$ cat src/rtl/if_id_queue_pkg.sv
// Shared constants and entry layout for the IF/ID decoupling queue.
package if_id_queue_pkg;

  localparam int unsigned DEFAULT_DEPTH = 4;
  localparam int unsigned ENTRY_W       = 64;
  localparam logic [31:0] NOP_INSTR     = 32'd0;

  // One queued fetch result: PC in the upper half, instruction in the lower half.
  typedef struct packed {
    logic [31:0] pc;
    logic [31:0] instruction;
  } entry_t;

endpackage : if_id_queue_pkg

$ cat src/rtl/if_id_queue.sv
// IF/ID queue: small FIFO of {pc, instruction} pairs between fetch and decode.
// Registered outputs only drive freeze_if; the head is read from storage with
// no bypass, so a push into an empty queue is visible one cycle later.
module if_id_queue
  import if_id_queue_pkg::*;
#(
  parameter int unsigned DEPTH = DEFAULT_DEPTH
) (
  input  logic                     clk,
  input  logic                     rst,
  input  logic                     flush,
  input  logic                     in_valid,
  input  logic [31:0]              in_pc,
  input  logic [31:0]              in_instruction,
  output logic                     freeze_if,
  input  logic                     out_ready,
  output logic                     out_valid,
  output logic [31:0]              out_pc,
  output logic [31:0]              out_instruction,
  output logic [$clog2(DEPTH):0]   count
);

  localparam int unsigned PTR_W = $clog2(DEPTH);
  localparam int unsigned CNT_W = PTR_W + 1;
  localparam logic [CNT_W-1:0] FULL_CNT = CNT_W'(DEPTH);

  entry_t             mem [DEPTH];
  logic [PTR_W-1:0]   rd_ptr_q;
  logic [PTR_W-1:0]   wr_ptr_q;
  logic [CNT_W-1:0]   count_q;

  logic               push;
  logic               pop;
  logic               full;
  entry_t             head;

  // Handshake decode; flush suppresses both sides of the transfer.
  always_comb begin
    full      = (count_q == FULL_CNT);
    out_valid = (count_q != '0);
    push      = in_valid && !full && !flush;
    pop       = out_valid && out_ready && !flush;
  end

  // Pointer and occupancy registers; DEPTH is a power of two so pointers wrap naturally.
  always_ff @(posedge clk) begin
    if (rst || flush) begin
      rd_ptr_q <= '0;
      wr_ptr_q <= '0;
      count_q  <= '0;
    end else begin
      if (push) wr_ptr_q <= wr_ptr_q + 1'b1;
      if (pop)  rd_ptr_q <= rd_ptr_q + 1'b1;
      case ({push, pop})
        2'b10:   count_q <= count_q + 1'b1;
        2'b01:   count_q <= count_q - 1'b1;
        default: count_q <= count_q;
      endcase
    end
  end

  // Storage array is never cleared; out_valid gating hides stale entries.
  always_ff @(posedge clk) begin
    if (!rst && push) begin
      mem[wr_ptr_q] <= '{pc: in_pc, instruction: in_instruction};
    end
  end

  // Head presentation: NOP bubble when empty, freeze from registered count only.
  always_comb begin
    head            = mem[rd_ptr_q];
    out_pc          = out_valid ? head.pc          : NOP_INSTR;
    out_instruction = out_valid ? head.instruction : NOP_INSTR;
    freeze_if       = full;
    count           = count_q;
  end

endmodule : if_id_queue

$ cat config.mk
export PLATFORM = sky130hd
export DESIGN_NAME = if_id_queue
export DESIGN_NICKNAME = d
export VERILOG_FILES = /design/src/rtl/if_id_queue_pkg.sv /design/src/rtl/if_id_queue.sv
export SDC_FILE = /design/constraint.sdc
export NUM_CORES = 1
export LEC_CHECK = 0
export CAP_MARGIN = 10
export CORE_ASPECT_RATIO = 0.9
export CORE_MARGIN = 3
export CORE_UTILIZATION = 42
export DETAILED_ROUTE_END_ITERATION = 8
export DONT_BUFFER_PORTS = 1
export GPL_TIMING_DRIVEN = 0
export PLACE_DENSITY = 0.56
export SYNTH_ARGS = -nofsm -noshare
export SYNTH_HDL_FRONTEND = slang
export SYNTH_SLANG_ARGS = --single-unit
$ cat constraint.sdc
create_clock -name clk -period 5.1 [get_ports clk]
set_clock_uncertainty 0.2 [all_clocks]
set_input_delay 1.02 -clock clk [delete_from_list [all_inputs] [get_ports clk]]
set_output_delay 1.02 -clock clk [all_outputs]
set_load 0.01 [all_outputs]
Word level (Yosys, flattened, before mapping) --
Memories as Yosys holds them, arrays and structs flattened. A register that Yosys moved wholly into a read port is not among the register bits. Cells that the tools add are included.
Cells by class: add/subtract/negate cells 4, $mul 0, divide/modulo/power cells 0, order comparisons 0, equal/unequal tests 3, shifts and indexed selects 0, muxes and demuxes 7, bitwise operators 0, reduce and logical (&&, ||, !) cells 11
Operators with widths (count):
- $mux W32 | 2
- $pmux W3 S2 | 1
- $logic_and A1 B1 Y1 | 5
- $add A2 B1 Y2 const B | 2
- $mux W2 | 2
- $add A3 B1 Y3 const B | 1
- $eq A3 B3 Y1 const B | 1
- $logic_not A1 Y1 | 3
- $reduce_bool A3 Y1 | 1
- $sub A3 B1 Y3 const B | 1
- $eq A2 B1 Y1 const B | 1
- $eq A2 B2 Y1 const B | 1
- $mux W1 | 2
- $reduce_bool A2 Y1 | 1
- $logic_or A1 B1 Y1 | 1
Storage, ports and cells: bits in registers 7, bits in latches 0, memory bits (writable) 256, bits in read-only memories 0, input port bits 69, output and inout port bits 69, logic and storage cells 29, memories 1
Memory list:
- mem | words 4, width 64, rd ports 1, clocked after memory_dff 1, write ports 1, line if_id_queue.sv:27 | entry_t mem [DEPTH];

Depth between registers and ports, before layout --
depth in word-level cells 7, depth in mapped cells 9, mapped depth without buffers 8

Worst setup path after synthesis --
No wires, ideal clock.
kind input to register, start input flush, end memory mem[1][0] in the netlist's numbering, enable pin, setup time 475 ps, data arrival time 4081 ps, required time 4425 ps, path slack 344 ps, stages on the path 3, path buffers 1, path through or3b_1 -> buf_4 -> nor3b_2
On the way: word-level cells in the longest chain between the ends 5
RTL lines:
- from (decl) | line if_id_queue.sv:11 | input logic flush,
- $logic_not A1 Y1 | line if_id_queue.sv:41 | push = in_valid && !full && !flush;
- $logic_and A1 B1 Y1 | line if_id_queue.sv:41
- $logic_and A1 B1 Y1 | line if_id_queue.sv:64 | if (!rst && push) begin
- $mux W1 | line if_id_queue.sv:64
- $mux W1 (not written as such) | line if_id_queue.sv:65 | mem[wr_ptr_q] <= '{pc: in_pc, instruction: in_instruction};
- to (decl) | line if_id_queue.sv:27
Every way passes these cells.

Worst setup path after layout --
start register count_q[0], in the netlist count[0], end output out_instruction[9]
On the way: word-level cells in the longest chain between the ends 2
RTL lines:
- from (decl) | line if_id_queue.sv:30 | logic [CNT_W-1:0] count_q;
- from (signal assigned) | line if_id_queue.sv:55 | 2'b10: count_q <= count_q + 1'b1;
- from (signal assigned) | line if_id_queue.sv:56 | 2'b01: count_q <= count_q - 1'b1;
- from (signal assigned) | line if_id_queue.sv:57 | default: count_q <= count_q;
- $reduce_bool A3 Y1 | line if_id_queue.sv:40 | out_valid = (count_q != '0);
- $mux W32 | line if_id_queue.sv:73 | out_instruction = out_valid ? head.instruction : NOP_INSTR;
- to (decl) | line if_id_queue.sv:19 | output logic [31:0] out_instruction,
Every way passes these cells.

==> impl_metrics.json <==
{
  "r2r_slack_ns": 2.04,
  "synthTopCellsByCount": "edfxtp_1 (256), and2_1 (64), mux4_2 (60), dfxtp_1 (9)",
  "arrival_ns": 2.40,
  "vias": 4402,
  "cp-endpoint": "out_instruction[9]",
  "dpl_cell_area_mm2": 0.0111,
  "ys_ff_latch": 265,
  "syn_to_final_growth_pct": 16.6,
  "totalPowerFinal_mw": 4.39,
  "hold_slack_ns": 0.319,
  "powerDensity_mw_per_mm2": 367,
  "port_buffers": 0,
  "cts_resized": 0,
  "tns_ns": 0,
  "antenna_found_initial": 0,
  "drt_iter0_markers": 249,
  "dp_cells": 781,
  "worst_setup_path_end_kind": "output port",
  "reg2reg_from": "count[2]",
  "wire_per_inst_um": 22.6,
  "outcome": "complete, no violations",
  "n_antenna_cell": 0,
  "syn_inst": 459,
  "fmax_ghz": 0.276,
  "grt_max_degree": 16,
  "leakagePower_nw": 3.76,
  "gp_congestion": 0.652,
  "cap_viol_max_count": 0,
  "synthArstFlopShare": 0,
  "start_util": 0.433,
  "row_count": 53,
  "synth_area_mm2": 0.0102,
  "layout-drive-gt1-share": 0.259,
  "ir_drop_mv": 0.251,
  "synth_edf_count": 256,
  "synthTopCellsByArea": "edfxtp_1 (75%), mux4_2 (13%), and2_1 (3.9%)",
  "cts_made_buffers": 27,
  "timing.hold.worst.class": "register to register",
  "root_buffer": "clkbuf_16",
  "holdBufCountCts": 0,
  "rsz0062_at_grt": "no",
  "cts.htree.levels": 1,
  "yosysMostFrequentCell": "edfxtp_1",
  "io_pins": 138,
  "syn-num-nets": 534,
  "r2r_end": "count[2]",
  "drv_slew": 0,
  "setup_ws_ns": 1.48,
  "maxSlewHeadroom": 0.558,
  "dieHeight_um": 154,
  "tightest_slew_ns": 0.662,
  "stdcell_count": 830,
  "cts.path.max_buffers": 3,
  "required_ns": 3.88,
  "die_w_um": 171,
  "stdcell_area_mm2": 0.0120,
  "finalHoldViolations": 0,
  "first_pass_iters": 4,
  "yosys.area.top_type_share": 0.750,
  "num-nets-final": 583,
  "first_global_vias": 4914,
  "setup_violations": 0,
  "clk_pin_slew_worst_paths_ns": 0.06,
  "synthDistinctLibCells": 27,
  "path_max_fanout": 10,
  "cts_sinks": 265,
  "fin_crit_sh": 0.711,
  "antenna_left": 0,
  "crit_type": "register to output port",
  "synth_area_per_cell_um2": 22.3,
  "core_mm2": 0.0237,
  "vias_per_cell": 5.30,
  "ys.warnings.count": 0,
  "reg2regPathDepth": 9,
  "grt_pass1_wl_um": 29100,
  "cp-start-kind": "register",
  "dp_hpwl_um": 12800,
  "fin_util": 0.505,
  "post_cts_buffers": 0,
  "grt-ovfl-total": 0,
  "yosysTopAreaCell": "edfxtp_1",
  "finalCriticalPeriod_ns": 3.62,
  "grtUsageTotal": 0.145,
  "tritoncts": "done",
  "pre_cts_ws_ns": 1.85,
  "ys_seq_area_frac": 0.768,
  "drc": 0,
  "die-area_mm2": 0.0263,
  "cp-startpoint": "count[0]",
  "wirelength_um": 18800,
  "ys_dominant_reg_cell": "edfxtp_1",
  "clk_latency_ns": 0.52
}
critical path, cell delays in order, from the launching register on:
cell,delay [ns]
dfxtp_1,0.57
or3_1,0.19
clkbuf_1,0.39
clkbuf_1,0.42
and2_1,0.31
cells in the final DEF, fill, tap and decap left out:
cell,n
nor3b_4,4
a21oi_1,2
buf_6,1
buf_8,8
mux2i_1,2
or3_1,2
fa_1,1
nor2_1,8
o31ai_1,1
bufinv_16,3
and2_1,64
clkinv_2,5
inv_6,1
inv_1,5
or3b_1,1
o311ai_0,1
nand2_1,4
clkinvlp_4,1
clkbuf_16,27
mux4_2,60
edfxtp_1,256
or2_2,1
mux4_1,4
o21ai_0,1
dfxtp_1,9
clkbuf_1,15
buf_16,12
nor3b_1,1
clkbuf_2,1
buf_12,6
buf_2,6
clkinv_1,5
ha_1,5
buf_4,1
xor2_1,4
flip-flops by register name, summed over array words and instances (netlist names), named ones only:
| register | flops |
|---|---|
| rd_ptr_q | 2 |
| mem | 256 |
| count | 3 |
| wr_ptr_q | 2 |
report_power, final:
| group | switching, mW | internal (mW) | total [mW] | leakage, nW |
|---|---|---|---|---|
| logic | 0.0532 | 0.0435 | 0.0968 | 0.963 |
| clock network | 0.754 | 1.12 | 1.88 | 0.415 |
| registers | 0.00548 | 2.41 | 2.41 | 2.39 |
how the worst min path moves through the flow:
stage | from | endpoint | cells after the start
after global placement | wr_ptr_q[1] | wr_ptr_q[1] | 2
after CTS | wr_ptr_q[0] | wr_ptr_q[0] | 2
after floorplan | wr_ptr_q[1] | wr_ptr_q[1] | 2
after global routing | wr_ptr_q[0] | wr_ptr_q[0] | 2
after detailed placement | wr_ptr_q[0] | wr_ptr_q[0] | 2
final | wr_ptr_q[1] | wr_ptr_q[1] | 2
cell families after synthesis:
group	synth area share
flops	0.768
mux	0.144
xor+xnor	0.00342
compound gates	0.00305
fa+ha+maj	0.00806
buf+inv	0.0217
simple gates	0.0518
area by class of cell:
cell class	count	area, µm²
Clock inverter	15	150
Timing Repair Buffer	20	450
Sequential cell	265	7870
Fill cell	1859	11700
Clock buffer	34	702
Inverter	5	18.8
Multi-Input combinational cell	166	2180
Buffer	23	204
Tap cell	302	378
per-layer routing:
metal  GRT usage  share of wire
met5           0              0
met4      0.0363          0.022
met3      0.0552          0.090
met2       0.244           0.50
met1       0.177           0.39
Power figures use the tool's default switching activity.
